==> config.mk <==
export PLATFORM = sky130hd
export DESIGN_NAME = res_display
export DESIGN_NICKNAME = d
export VERILOG_FILES = /design/src/rtl/res_display.sv
export SDC_FILE = /design/constraint.sdc
export NUM_CORES = 1
export LEC_CHECK = 0
export ABC_CLOCK_PERIOD_IN_PS = 1600
export CORE_MARGIN = 10
export CORE_UTILIZATION = 51
export CTS_CLUSTER_DIAMETER = 40
export DETAILED_ROUTE_END_ITERATION = 7
export PLACE_DENSITY = 0.86
export SETUP_SLACK_MARGIN = 0.3
export SYNTH_ARGS = -nofsm -noshare
export SYNTH_HDL_FRONTEND = slang
export SYNTH_SLANG_ARGS = --single-unit
export TNS_END_PERCENT = 20
==> constraint.sdc <==
create_clock -name clk -period 1.6 [get_ports clk]
set_input_delay 0.16 -clock clk [delete_from_list [all_inputs] [get_ports clk]]
set_output_delay 0.16 -clock clk [all_outputs]
set_load 0.1 [all_outputs]
==> src/rtl/res_display.sv <==
// Latches an 8-bit result on load, converts it to 3-digit BCD by sequential double-dabble,
// and scans it onto a 3-digit common-anode 7-segment display. Optional: RES_DISPLAY_LZB_EN.
module res_display #(
  parameter int SCAN_DIV = 50000
) (
  input  logic        clk,
  input  logic        reset,
  input  logic [7:0]  res,
  input  logic        load,
  output logic        busy,
  output logic [11:0] bcd,
  output logic [6:0]  seg,
  output logic [2:0]  an
);

  localparam int CW = (SCAN_DIV > 2) ? $clog2(SCAN_DIV) : 1;

  typedef enum logic [1:0] {IDLE, SHIFT, DONE} state_t;

  state_t          state;
  logic [7:0]      sh;
  logic [11:0]     acc;
  logic [11:0]     acc_adj;
  logic [2:0]      bit_cnt;
  logic [CW-1:0]   scan_cnt;
  logic [1:0]      idx;
  logic [3:0]      nib;
  logic            blank;
  logic [6:0]      seg_nxt;

  function automatic logic [3:0] adj3(input logic [3:0] n);
    return (n >= 4'd5) ? n + 4'd3 : n;
  endfunction

  function automatic logic [6:0] seg_pat(input logic [3:0] n);
    case (n)
      4'd0:    return 7'h40;
      4'd1:    return 7'h79;
      4'd2:    return 7'h24;
      4'd3:    return 7'h30;
      4'd4:    return 7'h19;
      4'd5:    return 7'h12;
      4'd6:    return 7'h02;
      4'd7:    return 7'h78;
      4'd8:    return 7'h00;
      4'd9:    return 7'h10;
      default: return 7'h7F;
    endcase
  endfunction

  always_comb begin
    acc_adj = {adj3(acc[11:8]), adj3(acc[7:4]), adj3(acc[3:0])};
  end

  always_ff @(posedge clk or negedge reset) begin
    if (!reset) begin
      state   <= IDLE;
      sh      <= '0;
      acc     <= '0;
      bit_cnt <= '0;
      busy    <= 1'b0;
      bcd     <= '0;
    end else begin
      case (state)
        IDLE: if (load) begin
          sh      <= res;
          acc     <= '0;
          bit_cnt <= 3'd7;
          busy    <= 1'b1;
          state   <= SHIFT;
        end
        SHIFT: begin
          // adjust-then-shift: one result bit enters the accumulator per cycle
          acc <= {acc_adj[10:0], sh[7]};
          sh  <= {sh[6:0], 1'b0};
          if (bit_cnt == 3'd0) state <= DONE;
          else                 bit_cnt <= bit_cnt - 3'd1;
        end
        DONE: begin
          bcd   <= acc;
          busy  <= 1'b0;
          state <= IDLE;
        end
        default: state <= IDLE;
      endcase
    end
  end

  always_comb begin
    nib   = 4'd0;
    blank = 1'b0;
    case (idx)
      2'd0: nib = bcd[3:0];
      2'd1: nib = bcd[7:4];
      2'd2: nib = bcd[11:8];
      default: nib = 4'hF;
    endcase
`ifdef RES_DISPLAY_LZB_EN
    if (idx == 2'd2 && bcd[11:8] == 4'd0)                      blank = 1'b1;
    if (idx == 2'd1 && bcd[11:8] == 4'd0 && bcd[7:4] == 4'd0) blank = 1'b1;
`endif
    seg_nxt = blank ? 7'h7F : seg_pat(nib);
  end

  // the digit at idx is latched at the wrap, then idx moves on to the next digit
  always_ff @(posedge clk or negedge reset) begin
    if (!reset) begin
      scan_cnt <= '0;
      idx      <= 2'd0;
      seg      <= 7'h7F;
      an       <= 3'b111;
    end else if (scan_cnt == CW'(SCAN_DIV - 1)) begin
      scan_cnt <= '0;
      seg      <= seg_nxt;
      an       <= ~(3'b001 << idx);
      idx      <= (idx == 2'd2) ? 2'd0 : idx + 2'd1;
    end else begin
      scan_cnt <= scan_cnt + CW'(1);
    end
  end

endmodule

======== After elaboration in Yosys (flattened, before gate mapping) ========
Memories as Yosys holds them, arrays and structs flattened. A register that Yosys moved wholly into a read port is not among the register bits.
Cells that the tools add are included.
word-level totals
  register bits after elaboration ......... 59
  latch bits .............................. 0
  memory bits (writable) .................. 0
  ROM bits ................................ 112
  input port bits ......................... 11
  output and inout bits ................... 23
  word-level logic and storage cells ...... 57
  memories kept ........................... 1
cells by class
  $add $sub $neg .......................... 6
  multiply operators ...................... 0
  divide/modulo/power cells ............... 0
  order comparisons ....................... 3
  equal/unequal tests ..................... 8
  shift-type cells ........................ 1
  mux-type cells .......................... 18
  bitwise logic cells ..................... 1
  reduce and logical (&&, ||, !) cells .... 10
memory list
  name             words  bits a word  read ports  clocked after Yosys merged registers in  wr ports  line  text
  (no name shown)  16     7            1           1                                        0         36    case (n)
operators with widths
  operator                                                                             count
  12-bit one-hot mux with 2 select lines                                               1
  16-bit by 1-bit adder with 16-bit output, second input constant                      1
  16-bit == test, second input constant                                                1
  16-bit 2-to-1 mux                                                                    1
  8-bit one-hot mux with 2 select lines                                                1
  4-bit by 3-bit greater-or-equal comparator with 1-bit output, second input constant  3
  12-bit 2-to-1 mux                                                                    1
  4-bit one-hot mux with 3 select lines                                                1
  3-bit 2-to-1 mux                                                                     3
  4-bit by 2-bit adder with 4-bit output, second input constant                        2
  4-bit 2-to-1 mux                                                                     2
  8-bit 2-to-1 mux                                                                     1
  2-bit 2-to-1 mux                                                                     3
  2-bit != test, second input constant                                                 3
  3-bit one-hot mux with 2 select lines                                                1
  2-bit AND reduction                                                                  3
  2-bit by 1-bit == test with 1-bit output, second input constant                      2
  2-bit == test, second input constant                                                 2
  2-bit logical NOT                                                                    2
  2-bit one-hot mux with 2 select lines                                                1
  2-bit nonzero test                                                                   2
  3-bit by 2-bit adder with 3-bit output, second input constant                        1
  3-bit logical NOT                                                                    1
  3-bit NOT                                                                            1
  7 further kinds                                                                      7

======== Logic depth before layout (Yosys ltp) ========
  depth in word-level cells ............... 3
  gate-level depth with buffers ........... 8
  mapped depth without buffers ............ 7

======== Least setup slack after synthesis ========
No wires, ideal clock.
  path type ............................... flip-flop to flip-flop
  start point ............................. reg bcd[5]
  end point ............................... reg seg[1]
  library setup time ...................... 91 ps
  arrival time ............................ 2044 ps
  required time ........................... 1509 ps
  path slack .............................. -535 ps
  stages on the path, launching flop included .. 6
  path buffers ............................ 0
  clock period less this slack ............ 2135 ps
  cells stage by stage .................... dfrtp_1 > mux2i_1 > a2bb2oi_4 > ha_1 > nor2b_1 > o31ai_1
on the way
  longest elaborated chain between the ends .. 1
RTL lines
  what                                   line  text
  start, declared                        11    output logic [11:0] bcd,
  start signal, assigned                 62    bcd <= '0;
  start signal, assigned                 80    bcd <= acc;
  4-bit one-hot mux with 3 select lines  92    case (idx)
  end, declared                          12    output logic [6:0] seg,
No other way between the ends.
A chain may end at the register's enable or synchronous reset.

======== Worst setup path after layout ========
  start point ............................. reg idx[0]
  end point ............................... reg seg[5]
on the way
  longest elaborated chain between the ends .. 2
  elaborated cells on any way between the ends .. 4
  those cells by class .................... 2 x eq/ne; 1 x mux; 1 x reduce/logical
RTL lines
  what                                         line  text
  start, declared                              26    logic [1:0] idx;
  start signal, assigned                       116   idx <= (idx == 2'd2) ? 2'd0 : idx + 2'd1;
  2-bit == test, or another cell as far along  92
  4-bit one-hot mux with 3 select lines (*)    92
Every way passes the cells marked *; elsewhere a longest branch is shown, timed or not.

==> flow_metrics.py <==
metrics = {
    "status": {
        "status": "finished with violations",
        "violations": "setup timing",
    },
    "layout": {
        "seq_area_um2": 1710,
        "diodes": 0,
        "fillers": 312,
        "fin_cells": 474,
        "area_growth_pct": 56.5,
        "fin_nets": 415,
        "post_route_cells_drive_above_1_share_pct": 51.4,
        "multiInputGateArea_um2": 1920,
    },
    "setup_path": {
        "required_ns": 1.85,
        "start_kind": "flop",
        "endpoint_kind": "flop",
        "crit_type": "reg -> reg",
        "worstPathMaxFanout": 6,
        "rrSetupSlack_ns": -0.16,
        "worstPathArrival_ns": 2.01,
    },
    "global_route": {
        "grt_pass1_wl_um": 14600,
        "grt_use_total_pct": 18.2,
        "grt_overflow": 0,
        "grt_max_degree": 28,
        "grt_pass1_vias": 2856,
        "antenna_found_initial": 0,
    },
    "cts": {
        "cts_buffers": 9,
        "clk_latency_ns": 0.36,
        "clock_sinks": 66,
        "ctsLongestPathBuffers": 2,
        "cts-root-buf": "clkbuf_8",
        "cts_tree": "done",
        "clk_pin_slew_ns": 0.07,
        "htreeDepth": 3,
    },
    "floorplan": {
        "dieArea_um2": 9970,
        "num_io_pins": 34,
        "core_um2": 6280,
        "dieWidth_um": 99.8,
        "die_y_um": 99.8,
        "initial_utilization_pct": 51.8,
        "rows": 29,
    },
    "sta": {
        "rsz0062_at_grt": "true",
        "fin_crit_ns": 1.76,
        "setup_ws_ns": -0.161,
        "hold_ws_ns": 0.324,
        "period_share_pct": 110,
        "relSlewSlack_pct": 65.5,
        "maxSlewViolCount": 0,
        "finalSetupViolCount": 8,
        "fmax_mhz": 568,
        "worst_slew_pin_slew_ns": 0.517,
        "finClkSkew_ns": 0.00711,
        "hold_viol": 0,
    },
    "yosys": {
        "syn_area_um2": 3250,
        "ys_seq_elements": 66,
        "synth_compound_area_share_pct": 13.7,
        "synth-xor-area-share_pct": 5.39,
        "synth_fa_ha_area_share_pct": 4.62,
        "ys_types": 48,
        "synth.avg_cell_area_um2": 10.6,
        "synth_ff_type": "dfrtp_1",
        "synthSimpleGateAreaFrac_pct": 15.4,
        "synth_top_family_by_area": "simple AND/OR/NAND/NOR gates",
        "muxShareOfSynthArea_pct": 5.97,
        "ys_async_sr_fraction_pct": 100,
        "synthCells": 306,
        "synth_edf_count": 0,
        "ys_seq_area_share_pct": 51.2,
        "ys_warn_count": 0,
        "synthesis.nets": 329,
    },
    "drt": {
        "avgRoutedWirePerCell_um": 21.4,
        "antenna_left": 0,
        "vias": 2749,
        "wl_met1_um": 3720,
        "post-route-drc-count": 0,
        "wl_met3_um": 458,
        "dr.max_layer_used": "met4",
        "dr_wl_met2_um": 5570,
        "vias_per_cell": 5.80,
        "wl_um": 10200,
        "dr.pass1.iters": 4,
        "drtIter0Drc": 143,
    },
    "placed_design": {
        "dp_cells": 430,
        "dp_slack_ns": -0.136,
        "gp_congestion": 0.844,
        "port-buffer-count": 33,
        "dpl.hpwl_um": 5220,
    },
    "power_and_ir_drop": {
        "p_leak_nw": 2.17,
        "irDropWorstVdd_v": 0.00144,
        "design_power_total_w": 0.00875,
        "power.density_nw_per_um2": 1720,
    },
    "min_path": {
        "hp-class": "in -> async",
    },
    "run": {
        "drv_cap": 0,
    },
}
-- logic make-up (layout without fill, tap and decap cells) --
logic type,count (synthesis),count (layout)
mux,18,18
compound gates,64,64
buf+inv,26,117
xor+xnor,20,20
fa+ha+maj,12,12
flops,66,66
simple gates,100,100
-- per-layer routing --
metal	vias to the layer above	global-route usage [%]
li1	1225	-
met1	1394	19.5
met2	94	33.0
met3	36	5.36
met4	0	6.73
met5	-	0
-- power by group --
part,switching (W),internal (W),total [W]
Clock,0.000659,0.000851,0.00151
Combinational,0.00262,0.00195,0.00457
Sequential,0.000543,0.00212,0.00267
-- area by class of cell --
type / instances / area share, %
clock buffers: 13 / 3.32
clock inverters: 3 / 0.910
inverters: 15 / 1.20
multi-input cells: 214 / 37.6
flip-flops and latches: 66 / 33.5
well taps: 77 / 1.89
repair buffers: 86 / 21.5
-- synthesized netlist by cell type (6+ instances only) --
cell type | number | area [um2]
dfrtp_1 | 56 | 1400
nand2_1 | 36 | 135
nor2_1 | 26 | 97.6
o21ai_0 | 26 | 130
a21oi_1 | 15 | 75.1
inv_1 | 14 | 52.6
ha_1 | 12 | 150
dfstp_2 | 10 | 263
mux2i_1 | 10 | 100
xnor2_1 | 10 | 87.6
xor2_1 | 10 | 87.6
nor3_1 | 8 | 40.0
nand3_1 | 7 | 35.0
mux2_2 | 6 | 67.6
-- state kept, by name, summed over array words and instances, names as in the netlist --
signal	flops
seg	7
idx	2
sh	8
bcd	12
scan_cnt	16
busy	1
bit_cnt	3
an	3
state	2
acc	12
-- through the flow --
step / utilization, % / instance area [um2] / setup TNS, ns
after global placement: 65.5 / 4110 / -0.0128
after CTS: 75.9 / 4760 / -0.110
final: 81.1 / 5090 / -0.657
after detailed placement: 65.5 / 4110 / -0.379
after global routing: 81.1 / 5090 / -1.38
after floorplan: - / 3310 / -0.363
-- cell usage in the layout (no fill, tap or decap), types with 12 or more instances in the layout --
cell type,n
o21ai_0,20
buf_6,15
nand2_1,36
buf_12,26
clkbuf_8,12
buf_4,31
dfrtp_1,39
nor2_1,14
-- timing repair --
item,4_1_cts,5_1_grt
hold endpoints to repair,18,0
resized for setup,73,51
setup endpoints to repair,48,60
setup buffers,14,11
hold buffers,1,0
gates cloned,1,1
pin swaps,48,49
-- worst paths after layout --
| path | start | endpoint | depth (start not counted) |
|---|---|---|---|
| setup / recovery | idx[0] | seg[5] | 7 |
| hold reg to reg | bit_cnt[0] | bit_cnt[0] | 1 |
| setup reg to reg | idx[0] | seg[5] | 7 |
| hold / removal | reset | bcd[1] | 2 |
| min in group clk | res[1] | sh[1] | 3 |
| max in group asynchronous | reset | seg[0] | 3 |
-- critical path, cell delays in order (launching register included) --
cell	delay, ns
dfrtp_2	0.47
nand2b_4	0.21
buf_6	0.16
a2bb2oi_4	0.16
buf_6	0.15
nor2_4	0.14
nor3_2	0.06
o31ai_1	0.29
No activity file was read; power rests on OpenSTA's default activity.
